### src/rtl/mem_scheduler_if.sv
// mem_scheduler_if
// Groups the client request/done/grant signals and the buffer-index outputs
// of the memory time-slot scheduler.
//   master : the scheduler side (takes requests, dones and frame_flag; drives
//            grants, busy, frame_swap, buffer indices and err_timeout)
//   slave  : the client / memory_interface side (the mirror image)
interface mem_scheduler_if;
  logic       ntsc_req;
  logic       lpf_req;
  logic       pt_req;
  logic       vga_req;
  logic       done_ntsc;
  logic       done_lpf;
  logic       done_pt;
  logic       done_vga;
  logic       frame_flag;
  logic       ntsc_flag;
  logic       lpf_flag;
  logic       pt_flag;
  logic       vga_flag;
  logic       busy;
  logic       frame_swap;
  logic [1:0] cap_buf;
  logic [1:0] proc_buf;
  logic [1:0] disp_buf;
  logic       err_timeout;

  modport master (
    input  ntsc_req, lpf_req, pt_req, vga_req,
    input  done_ntsc, done_lpf, done_pt, done_vga,
    input  frame_flag,
    output ntsc_flag, lpf_flag, pt_flag, vga_flag,
    output busy, frame_swap, cap_buf, proc_buf, disp_buf, err_timeout
  );

  modport slave (
    output ntsc_req, lpf_req, pt_req, vga_req,
    output done_ntsc, done_lpf, done_pt, done_vga,
    output frame_flag,
    input  ntsc_flag, lpf_flag, pt_flag, vga_flag,
    input  busy, frame_swap, cap_buf, proc_buf, disp_buf, err_timeout
  );
endinterface

### src/rtl/mem_scheduler.sv
// mem_scheduler
// Time-slot arbiter for the shared ZBT banks. Four clients (VGA readout, NTSC
// capture, LPF, projective transform) raise level requests; one grant at a
// time is held until that client's done pulse or until TIMEOUT expires.
// End-of-frame pulses are remembered and turned into a one-cycle buffer
// rotation between grants, which updates the triple-buffer indices.
// Ports:
//   clock  : system clock, rising edge
//   reset  : asynchronous active-high reset
//   bus    : mem_scheduler_if.master (requests, dones, frame_flag in;
//            grant flags, busy, frame_swap, buffer indices, err_timeout out)
// Parameter:
//   TIMEOUT : longest a grant may stay open without done (1..255); the flag
//             is high for TIMEOUT+1 cycles in that case.
module mem_scheduler #(
  parameter int TIMEOUT = 15
) (
  input  logic             clock,
  input  logic             reset,
  mem_scheduler_if.master  bus
);

  localparam logic [7:0] LP_TIMEOUT = 8'(TIMEOUT);

  typedef enum logic [1:0] {
    ST_IDLE  = 2'd0,
    ST_GRANT = 2'd1,
    ST_SWAP  = 2'd2
  } state_t;

  typedef enum logic [1:0] {
    CL_VGA  = 2'd0,
    CL_NTSC = 2'd1,
    CL_LPF  = 2'd2,
    CL_PT   = 2'd3
  } client_t;

  state_t     r_state;
  state_t     w_nextState;
  client_t    r_client;
  client_t    w_nextClient;
  logic       r_rr;
  logic       w_nextRr;
  logic [7:0] r_timer;
  logic [7:0] w_nextTimer;
  logic       r_err;
  logic       w_nextErr;
  logic       r_pending;
  logic       w_swap;
  logic       w_done;
  logic [1:0] r_capBuf;
  logic [1:0] r_procBuf;
  logic [1:0] r_dispBuf;

  // Done from the client currently holding the grant; other dones are ignored.
  always_comb begin
    w_done = 1'b0;
    case (r_client)
      CL_VGA:  w_done = bus.done_vga;
      CL_NTSC: w_done = bus.done_ntsc;
      CL_LPF:  w_done = bus.done_lpf;
      CL_PT:   w_done = bus.done_pt;
      default: w_done = 1'b0;
    endcase
  end

  // Next-state logic. A pending frame rotation is serviced from IDLE before
  // any new grant. rr = 0 favours lpf, rr = 1 favours pt; after an lpf/pt
  // grant it points at the side that did not just win.
  always_comb begin
    w_nextState  = r_state;
    w_nextClient = r_client;
    w_nextRr     = r_rr;
    w_nextTimer  = r_timer;
    w_nextErr    = 1'b0;
    w_swap       = 1'b0;
    case (r_state)
      ST_IDLE: begin
        w_nextTimer = 8'd0;
        if (r_pending) begin
          w_nextState = ST_SWAP;
        end else if (bus.vga_req) begin
          w_nextState  = ST_GRANT;
          w_nextClient = CL_VGA;
        end else if (bus.ntsc_req) begin
          w_nextState  = ST_GRANT;
          w_nextClient = CL_NTSC;
        end else if (bus.lpf_req && (!bus.pt_req || !r_rr)) begin
          w_nextState  = ST_GRANT;
          w_nextClient = CL_LPF;
          w_nextRr     = 1'b1;
        end else if (bus.pt_req) begin
          w_nextState  = ST_GRANT;
          w_nextClient = CL_PT;
          w_nextRr     = 1'b0;
        end
      end
      ST_GRANT: begin
        if (w_done) begin
          w_nextState = ST_IDLE;
        end else if (r_timer == LP_TIMEOUT) begin
          w_nextState = ST_IDLE;
          w_nextErr   = 1'b1;
        end else begin
          w_nextTimer = r_timer + 8'd1;
        end
      end
      ST_SWAP: begin
        w_swap      = 1'b1;
        w_nextState = ST_IDLE;
      end
      default: begin
        w_nextState = ST_IDLE;
      end
    endcase
  end

  // FSM state, granted client, round-robin pointer, grant timer, error pulse.
  always_ff @(posedge clock or posedge reset) begin
    if (reset) begin
      r_state  <= ST_IDLE;
      r_client <= CL_VGA;
      r_rr     <= 1'b0;
      r_timer  <= 8'd0;
      r_err    <= 1'b0;
    end else begin
      r_state  <= w_nextState;
      r_client <= w_nextClient;
      r_rr     <= w_nextRr;
      r_timer  <= w_nextTimer;
      r_err    <= w_nextErr;
    end
  end

  // Pending rotation: a new frame_flag beats the clear in SWAP so a frame
  // arriving exactly during the rotation is not lost.
  always_ff @(posedge clock or posedge reset) begin
    if (reset) begin
      r_pending <= 1'b0;
    end else if (bus.frame_flag) begin
      r_pending <= 1'b1;
    end else if (w_swap) begin
      r_pending <= 1'b0;
    end
  end

  // Triple-buffer rotation: display takes the freshly processed buffer,
  // processing takes the just-captured one, capture reuses the old display.
  always_ff @(posedge clock or posedge reset) begin
    if (reset) begin
      r_capBuf  <= 2'd0;
      r_procBuf <= 2'd1;
      r_dispBuf <= 2'd2;
    end else if (w_swap) begin
      r_dispBuf <= r_procBuf;
      r_procBuf <= r_capBuf;
      r_capBuf  <= r_dispBuf;
    end
  end

  assign bus.vga_flag    = (r_state == ST_GRANT) && (r_client == CL_VGA);
  assign bus.ntsc_flag   = (r_state == ST_GRANT) && (r_client == CL_NTSC);
  assign bus.lpf_flag    = (r_state == ST_GRANT) && (r_client == CL_LPF);
  assign bus.pt_flag     = (r_state == ST_GRANT) && (r_client == CL_PT);
  assign bus.busy        = bus.vga_flag | bus.ntsc_flag | bus.lpf_flag | bus.pt_flag;
  assign bus.frame_swap  = w_swap;
  assign bus.err_timeout = r_err;
  assign bus.cap_buf     = r_capBuf;
  assign bus.proc_buf    = r_procBuf;
  assign bus.disp_buf    = r_dispBuf;

endmodule
### src/flat_wrapper.sv
// flat-port wrapper written by rule: the top's interface ports become plain ports
module mem_scheduler_flat 
#(
  parameter int TIMEOUT = 15
)
  (clock, reset, bus_ntsc_req, bus_lpf_req, bus_pt_req, bus_vga_req, bus_done_ntsc, bus_done_lpf, bus_done_pt, bus_done_vga, bus_frame_flag, bus_ntsc_flag, bus_lpf_flag, bus_pt_flag, bus_vga_flag, bus_busy, bus_frame_swap, bus_cap_buf, bus_proc_buf, bus_disp_buf, bus_err_timeout);
  mem_scheduler_if bus_i ();
  input  logic clock;
  input  logic reset;
  input wire logic [$bits(bus_i.ntsc_req)-1:0] bus_ntsc_req;
  input wire logic [$bits(bus_i.lpf_req)-1:0] bus_lpf_req;
  input wire logic [$bits(bus_i.pt_req)-1:0] bus_pt_req;
  input wire logic [$bits(bus_i.vga_req)-1:0] bus_vga_req;
  input wire logic [$bits(bus_i.done_ntsc)-1:0] bus_done_ntsc;
  input wire logic [$bits(bus_i.done_lpf)-1:0] bus_done_lpf;
  input wire logic [$bits(bus_i.done_pt)-1:0] bus_done_pt;
  input wire logic [$bits(bus_i.done_vga)-1:0] bus_done_vga;
  input wire logic [$bits(bus_i.frame_flag)-1:0] bus_frame_flag;
  output wire logic [$bits(bus_i.ntsc_flag)-1:0] bus_ntsc_flag;
  output wire logic [$bits(bus_i.lpf_flag)-1:0] bus_lpf_flag;
  output wire logic [$bits(bus_i.pt_flag)-1:0] bus_pt_flag;
  output wire logic [$bits(bus_i.vga_flag)-1:0] bus_vga_flag;
  output wire logic [$bits(bus_i.busy)-1:0] bus_busy;
  output wire logic [$bits(bus_i.frame_swap)-1:0] bus_frame_swap;
  output wire logic [$bits(bus_i.cap_buf)-1:0] bus_cap_buf;
  output wire logic [$bits(bus_i.proc_buf)-1:0] bus_proc_buf;
  output wire logic [$bits(bus_i.disp_buf)-1:0] bus_disp_buf;
  output wire logic [$bits(bus_i.err_timeout)-1:0] bus_err_timeout;
  assign bus_i.ntsc_req = bus_ntsc_req;
  assign bus_i.lpf_req = bus_lpf_req;
  assign bus_i.pt_req = bus_pt_req;
  assign bus_i.vga_req = bus_vga_req;
  assign bus_i.done_ntsc = bus_done_ntsc;
  assign bus_i.done_lpf = bus_done_lpf;
  assign bus_i.done_pt = bus_done_pt;
  assign bus_i.done_vga = bus_done_vga;
  assign bus_i.frame_flag = bus_frame_flag;
  assign bus_ntsc_flag = bus_i.ntsc_flag;
  assign bus_lpf_flag = bus_i.lpf_flag;
  assign bus_pt_flag = bus_i.pt_flag;
  assign bus_vga_flag = bus_i.vga_flag;
  assign bus_busy = bus_i.busy;
  assign bus_frame_swap = bus_i.frame_swap;
  assign bus_cap_buf = bus_i.cap_buf;
  assign bus_proc_buf = bus_i.proc_buf;
  assign bus_disp_buf = bus_i.disp_buf;
  assign bus_err_timeout = bus_i.err_timeout;
  mem_scheduler #(.TIMEOUT(TIMEOUT)) u_core (.clock(clock), .reset(reset), .bus(bus_i));
endmodule
### config.mk
export PLATFORM = sky130hd
export DESIGN_NAME = mem_scheduler_flat
export DESIGN_NICKNAME = d
export VERILOG_FILES = /design/src/rtl/mem_scheduler_if.sv /design/src/rtl/mem_scheduler.sv /design/src/flat_wrapper.sv
export SDC_FILE = /design/constraint.sdc
export NUM_CORES = 1
export LEC_CHECK = 0
export CORE_MARGIN = 2
export CORE_UTILIZATION = 52
export DETAILED_ROUTE_END_ITERATION = 10
export GPL_TIMING_DRIVEN = 1
export HOLD_SLACK_MARGIN = 0.12
export PLACE_DENSITY = 0.82
export SYNTH_ARGS = -nofsm -noshare
export SYNTH_HDL_FRONTEND = slang
export SYNTH_SLANG_ARGS = --single-unit
### constraint.sdc
create_clock -name clock -period 5.5 [get_ports clock]
set_input_delay 1.65 -clock clock [delete_from_list [all_inputs] [get_ports clock]]
set_output_delay 1.65 -clock clock [all_outputs]
set_load 0.05 [all_outputs]
Yosys cells after proc, flatten, opt, wreduce, memory -nomap -nowiden
Cells that the tools add are included.
- register bits after elaboration: 21
- input port bits: 11
- add/sub/neg operators: 1
- equality and inequality tests: 10
- mux-type cells: 24
- bitwise logic cells: 6
- reduce and logical (&&, ||, !) cells: 18
- operator list (kind ; number):
    2-bit 2-to-1 mux ; 11
    8-bit 2-to-1 mux ; 2
    8-bit one-hot mux with 2 select lines ; 1
    8-bit by 1-bit adder with 8-bit output (second input constant) ; 1
    8-bit by 4-bit equality test with 1-bit output (second input constant) ; 1
    1-bit 2-to-1 mux ; 8
    2-bit equality test (second input constant) ; 3
    6-bit by 4-bit inequality test with 1-bit output (second input constant) ; 1
    3-bit AND reduction ; 2
    2-bit nonzero test ; 3
    1-bit logical AND ; 5
    5-bit AND reduction ; 1
    2-bit by 1-bit equality test with 1-bit output (second input constant) ; 2
    2-bit zero test ; 2
    2-bit inequality test (second input constant) ; 2
    1-bit one-hot mux with 4 select lines ; 1
    2-bit one-hot mux with 2 select lines ; 1
    4-bit nonzero test ; 1
    3-bit by 1-bit inequality test with 1-bit output (second input constant) ; 1
    1-bit NOT ; 3
    1-bit bitwise OR ; 3
    1-bit zero test ; 2
    2-bit AND reduction ; 1
    1-bit logical OR ; 1

Logic depth before layout (Yosys ltp)
Gate-level depths: netlist of run 1.
- word-level depth: 8
- mapped depth: 5
- gate-level depth less buffers: 5

Least setup slack after synthesis of run 1
OpenSTA, ideal clock, no wires.
- kind: register -> output
- start: reg u_core.r_state[1]
- end: out bus_lpf_flag
- arrival: 1.979 ns
- setup slack: 1.871 ns
- stages on the path, launching flop included: 6
- cells stage by stage: dfrtp_1 -> or2b_2 -> clkbuf_1 -> inv_1 -> nand2_1 -> nor2_1
- word-level cells in the longest chain between the ends: 2
- RTL lines (what ; RTL line ; text):
    start, declared ; mem_scheduler.sv:38 ; state_t r_state;
    start signal, assigned ; mem_scheduler.sv:127 ; r_state <= w_nextState;
    2-bit by 1-bit equality test with 1-bit output ; mem_scheduler.sv:163 ; assign bus.lpf_flag = (r_state == ST_GRANT) && (r_client == CL_LPF);
    1-bit logical AND ; mem_scheduler.sv:163 ;
    end, declared ; flat_wrapper.sv:20 ; output wire logic [$bits(bus_i.lpf_flag)-1:0] bus_lpf_flag;
Every way passes these cells.

Worst setup path in the final report of run 1
- start: reg u_core.r_state[0]
- end: out bus_ntsc_flag
- word-level cells in the longest chain between the ends: 2
- RTL lines (what ; RTL line ; text):
    2-bit by 1-bit equality test with 1-bit output ; mem_scheduler.sv:162 ; assign bus.ntsc_flag = (r_state == ST_GRANT) && (r_client == CL_NTSC);
    1-bit logical AND ; mem_scheduler.sv:162 ;
    end, declared ; flat_wrapper.sv:19 ; output wire logic [$bits(bus_i.ntsc_flag)-1:0] bus_ntsc_flag;
Every way passes these cells.

==> metrics, run 1 <==
Worst Max-Slew Pin Slew ~0.78 ns; CTS resizes 0; gr usage total 18.72%; Final setup viols 0; worst path required time between 3 and 4 ns; CP top delay family buffers and inverters; FF+latch area around 530 sq um; synth unique cells 37; WL/cell approximately 13 um; Overflow after GRT 0; ys flop type dfrtp_1; worst r2r src u_core.r_client[0]$_DFFE_PP0P_; initial antenna violation count 0; hold path depth 1; first-pass GRT wire length around 3.6 mm; clk slew on worst S/H paths about 0.12 ns; worst hold path class flip-flop to flip-flop; CTS tree yes; fmax around 250 MHz; skew final 0.001683 ns; GPL Wtd Cong slightly below 0.9; clk sinks 21; Placed Cells 150; register area share after synthesis roughly half; CP arrival ~2.4 ns; Crit-path slowest cell clkdlybuf4s50_1; DRC 0; Area Overhead vs Synth 24.97%; crit-path cells or2b_2 -> inv_1 -> nand2_1 -> nor2_1 -> clkdlybuf4s50_1; Worst-Skew Late Latency 0.30 ns; cell area after placement around 1300 sq um; post-synthesis cell area ~1100 sq um; unrepaired setup endpoints after global routing no; final setup TNS 0 ns; CTS Buf Count 3; I/O Buffers 23; Max-Cap Viols 0; Pwr Total ~460 uW; final WL a little over 2 mm; die height about 49 um; commonest cells in the netlist dfrtp_1, nand2_1, nor2_1; P_leak 0.0005689 uW; startpoint type of the worst setup path flip-flop; max-slew violation count 0; Clk Tree Root Cell clkbuf_4; post-synthesis cell count roughly 110; syn avg cell area a little over 10 sq um; Final ANT Viol Nets 0; Ports 24; die span in x roughly 50 um; worst reg-to-reg path cell count 4; Min-Delay Startpoint u_core.r_rr$_DFFE_PP0P_; number of global-route vias before repair just under 800; nets in the synthesized netlist 117; synthesized flop and latch total 21; Die Footprint about 2400 sq um; vias per inst roughly 5.5; Synth Warn # 0; diode count 0; Synth area leader dfrtp_1; post-detail-place hpwl ~1.5 mm; CP endpoint kind output port; postcts setup bufs 0; Fill cells 160; Initial Util a little over half; CP bufs+invs 2; CTS Buffer Depth 2; Pwr per Cell Area 343.1 nW/um^2; synth top area cells dfrtp_1, mux2_2, dfstp_2; largest net degree at the start of global routing 22; top cell type's share of synthesized area between 40% and 50%; FF-to-FF End u_core.r_timer[6]$_DFFE_PP0P_; Crit Path Class flip-flop to output port; CP max FO 12; min Tclk post-route ~4.1 ns; max incr delay on CP between 0.8 and 0.9 ns; routed via count between 800 and 900; outcome complete, no violations; met3 Resource Use GR under 10%; share of layout cells above drive strength 1 13.39%; number of synthesized flops with an enable pin 0; Final Net Count 140; Multi-input gate area 485.5 sq um; fin area between 1000 and 1500 sq um; ys async rst share 100.0%; Tcrit/Tclk final between 70% and 80%; IR drop worst, VDD 0.2348 mV; Worst Hold End u_core.r_rr$_DFFE_PP0P_; initial DRC count 7; CORE AREA 1942 sq um; hold_buf cts 0; gr busiest metal met2; Worst slew margin about half; row cnt 16; met2 Track Usage GR a little under a third; most frequent cell after synthesis dfrtp_1; H-tree Lvls 1; flop-to-flop setup slack around 3.5 ns; met1 usage approximately a quarter; Hold Fails Final Rpt 0; Non-Filler Instances 154; 1st-pass router iterations 4
## area by class of cell
class / count / share of cell area, %
multi-input cells: 73 / 36.57
repair buffers: 23 / 17.34
well taps: 27 / 2.545
inverters: 6 / 1.697
clock buffers: 3 / 1.697
flip-flops and latches: 21 / 39.77
clock inverters: 1 / 0.3770
## report_power, final
part	switching [uW]	internal, uW
clock network	47.5	27.0
registers	39.2	178
logic	94.0	69.4
total	181	275
## cell families (layout without fill, tap and decap cells)
group | Yosys count | after routing | share of synthesized area, %
AO/OA/AOI/OAI | 20 | 20 | 14.37
adder cells (fa/ha/maj) | 1 | 1 | 1.178
buffers and inverters | 11 | 33 | 4.593
flip-flops | 21 | 21 | 49.71
multiplexers | 7 | 7 | 8.480
AND/OR/NAND/NOR | 45 | 45 | 21.67
## routing by layer
metal | vias up | wire length [um]
met5 | - | 0
met2 | 24 | 963
li1 | 434 | -
met4 | 0 | 0
met1 | 395 | 989
met3 | 0 | 86
## per-stage QoR
| stage | util [%] | worst slack (ns) | hold slack (ns) |
|---|---|---|---|
| floorplan | - | 1.871 | 0.4501 |
| global placement | 66.95 | 1.818 | 0.4719 |
| detailed placement | 66.95 | 1.787 | 0.4760 |
| CTS | 68.36 | 1.424 | 0.4932 |
| global route | 68.36 | 1.275 | 0.5154 |
| finish | 68.36 | 1.431 | 0.4931 |
## state kept, by name, summed over array words and instances (netlist names)
name / count
u_core.r_timer: 8
u_core.bus.cap_buf: 2
u_core.bus.disp_buf: 2
u_core.bus.proc_buf: 2
u_core.r_client: 2
u_core.r_state: 2
u_core.bus.err_timeout: 1
u_core.r_pending: 1
u_core.r_rr: 1
## worst max path at each step
stage | from | to | slack (ns) | depth (start not counted)
after CTS | u_core.r_state[0]$_DFFE_PP0P_ | bus_ntsc_flag | 1.42 | 5
after floorplan | u_core.r_state[1]$_DFFE_PP0P_ | bus_lpf_flag | 1.87 | 5
final | u_core.r_state[0]$_DFFE_PP0P_ | bus_ntsc_flag | 1.43 | 5
after detailed placement | u_core.r_state[0]$_DFFE_PP0P_ | bus_ntsc_flag | 1.79 | 5
after global placement | u_core.r_state[0]$_DFFE_PP0P_ | bus_pt_flag | 1.82 | 4
after global routing | u_core.r_state[0]$_DFFE_PP0P_ | bus_ntsc_flag | 1.28 | 5
## cell usage in the layout, fill, tap and decap left out, types with 2 or more instances in the layout
cell type	netlist	layout
nor2_1	9	9
nor3_1	5	5
mux2_2	6	6
clkbuf_4	0	3
inv_1	6	6
a31oi_1	2	2
or4_1	3	3
o211ai_1	4	4
dfstp_2	2	2
nand2_1	13	13
a21oi_1	3	3
nand3_1	5	5
clkdlybuf4s50_1	0	23
dfrtp_1	19	19
Power figures use the tool's default switching activity.
==> run 2: changes to the inputs <==
--- a/config.mk
+++ b/config.mk
@@ -6,11 +6,11 @@
 export NUM_CORES = 1
 export LEC_CHECK = 0
 export CORE_MARGIN = 2
-export CORE_UTILIZATION = 52
+export CORE_UTILIZATION = 48
 export DETAILED_ROUTE_END_ITERATION = 10
 export GPL_TIMING_DRIVEN = 1
 export HOLD_SLACK_MARGIN = 0.12
-export PLACE_DENSITY = 0.82
+export PLACE_DENSITY = 0.77
 export SYNTH_ARGS = -nofsm -noshare
 export SYNTH_HDL_FRONTEND = slang
 export SYNTH_SLANG_ARGS = --single-unit
==> constraint.sdc (replaced) <==
create_clock -name clock -period 4.2 [get_ports clock]
set_input_delay 1.26 -clock clock [delete_from_list [all_inputs] [get_ports clock]]
set_output_delay 1.26 -clock clock [all_outputs]
set_load 0.05 [all_outputs]
==> run 2 against run 1 <==
Net effect:
- first-iteration DRC count grew to 3.0 times the previous value
- worst hold slack hardly changed
- non-clock buffer count stayed put
- wire length is 2.7% higher
- clock power is 27% higher
- global-route usage is 0.26 points higher
- largest power group unchanged
==> metrics, run 2 (synthesis results as in run 1) <==
flop-to-flop setup slack ~2.2 ns; H-tree Lvls 1; worst reg-to-reg path cell count 4; commonest non-fill, non-tap cell in the layout clkdlybuf4s50_1; diode count 0; Hold Fails Final Rpt 0; Overflow after GRT 0; final WL approximately 2.1 mm; startpoint type of the worst setup path flip-flop; Fill cells between 150 and 200; outcome complete, no violations; switch share 39.31%; crit-path cells or2b_2 -> inv_1 -> and3_2 -> clkdlybuf4s50_1; worst r2r src u_core.r_client[0]$_DFFE_PP0P_; Crit. Startpoint u_core.r_state[0]$_DFFE_PP0P_; routed via count roughly 890; Worst Max-Slew Pin Slew 0.7715 ns; Pwr Total 596.1 uW; CP arrival 2.40 ns; GPL Wtd Cong between 0.8 and 0.9; clk slew on worst S/H paths ~0.11 ns; min Tclk post-route 3.664 ns; vias per inst ~5.7; cell depth of the worst setup path 4; Final setup viols 0; CTS Buffer Depth 2; CP endpoint kind output port; P_leak between 0.0005 and 0.0006 uW; Ports 24; Clk Tree Root Cell clkbuf_4; Initial Util approximately half; Internal between 300 and 400 uW; CP top delay family buffers and inverters; fmax approximately 270 MHz; CP bufs+invs 2; sequential power share about 48%; max incr delay on CP approximately 0.8 ns; 1st-pass router iterations 4; FF-to-FF End u_core.r_timer[6]$_DFFE_PP0P_; unrepaired setup endpoints after global routing no; initial DRC count 21; hold_buf cts 0; IR drop worst, VDD between 0.2 and 0.3 mV; worst setup margin around 0.54 ns; gr usage total around a fifth; CTS Buf Count 3; worst hold path class flip-flop to flip-flop; clock power share approximately 16%; CP max FO 12; first-pass GRT wire length about 3.7 mm; postcts setup bufs 0; Worst slew margin about half; largest net degree at the start of global routing 22; share of layout cells above drive strength 1 between 10 and 15%; FF+latch area ~530 sq um; Worst-Skew Late Latency 0.29 ns; combinational power share 36.2%; CTS tree yes; Place WS 0.8560 ns; initial antenna violation count 0; Final ANT Viol Nets 0; number of global-route vias before repair around 850; Die Footprint around 2600 sq um; CTS resizes 0; DRC 0; worst hold margin between 0.4 and 0.5 ns; Max-Cap Viols 0; clk sinks 21; CORE AREA ~2100 sq um; Multi-input gate area about 490 sq um; Final Net Count 140; worst setup path end bus_pt_flag; post-detail-place hpwl 1.593 mm; final setup TNS 0 ns; Crit Path Class flip-flop to output port; die height a little over 50 um; commonest cells after routing, fill and taps aside clkdlybuf4s50_1, dfrtp_1, nand2_1; Tcrit/Tclk final between 80 and 90%; max reg flops 8; I/O Buffers 23; WL/cell about 14 um; row cnt 17; skew final about 0.011 ns; worst path required time slightly below 3 ns; Biggest register u_core.r_timer; Area Overhead vs Synth 24.97%; die span in x between 50 and 60 um; max-slew violation count 0; Crit-path slowest cell clkdlybuf4s50_1; Pwr per Cell Area between 400 and 500 nW/um^2; Switch Pwr 234.3 uW
-- run 2: power groups by stage --
stage	logic [uW]	clock network (uW)	registers, uW
after floorplan	189	0	264
after global placement	215	0	287
after detailed placement	217	0	291
after CTS	218	97.3	286
after global routing	236	104	294
final	216	94.3	286
-- run 2: metal layers --
layer | routed length, um | share of wire, % | track usage [%] | vias to the layer above
met5 | 0 | 0 | 0 | -
met4 | 16 | 0.76 | 5.405 | 0
met3 | 101 | 4.8 | 3.801 | 2
met2 | 1059 | 51 | 31.82 | 30
met1 | 917 | 44 | 24.86 | 430
li1 | - | - | - | 427
-- run 2: worst register-to-register path: stages, from the launching register on --
cell and delay (ns):
dfrtp_1 0.47, mux4_2 0.60, nand4b_1 0.27, or4_1 0.50, nand3_1 0.09
-- run 2: how the worst min path moves through the flow --
stage / from / end / slack, ns / cells past startpoint
2_1_floorplan: u_core.r_rr$_DFFE_PP0P_ / u_core.r_rr$_DFFE_PP0P_ / 0.45 / 1
3_3_place_gp: u_core.r_rr$_DFFE_PP0P_ / u_core.r_rr$_DFFE_PP0P_ / 0.47 / 1
3_5_place_dp: u_core.r_rr$_DFFE_PP0P_ / u_core.r_rr$_DFFE_PP0P_ / 0.48 / 1
4_1_cts: u_core.r_rr$_DFFE_PP0P_ / u_core.r_rr$_DFFE_PP0P_ / 0.49 / 1
5_1_grt: u_core.r_rr$_DFFE_PP0P_ / u_core.r_rr$_DFFE_PP0P_ / 0.52 / 1
6_report: u_core.r_rr$_DFFE_PP0P_ / u_core.r_rr$_DFFE_PP0P_ / 0.49 / 1
-- run 2: cell type report --
cell class	instances	share of cell area, %
sequential	21	39.77
multi-input combinational	73	36.57
timing repair buffer	23	17.34
tap	28	2.639
clock buffer	4	1.979
inverter	6	1.697
-- run 2: metrics by stage --
stage,util (%),cells,cell area [sq um]
floorplan,-,105,1062
global placement,60.57,151,1301
detailed placement,60.57,151,1301
CTS,61.79,155,1328
global route,61.79,155,1328
finish,61.79,155,1328
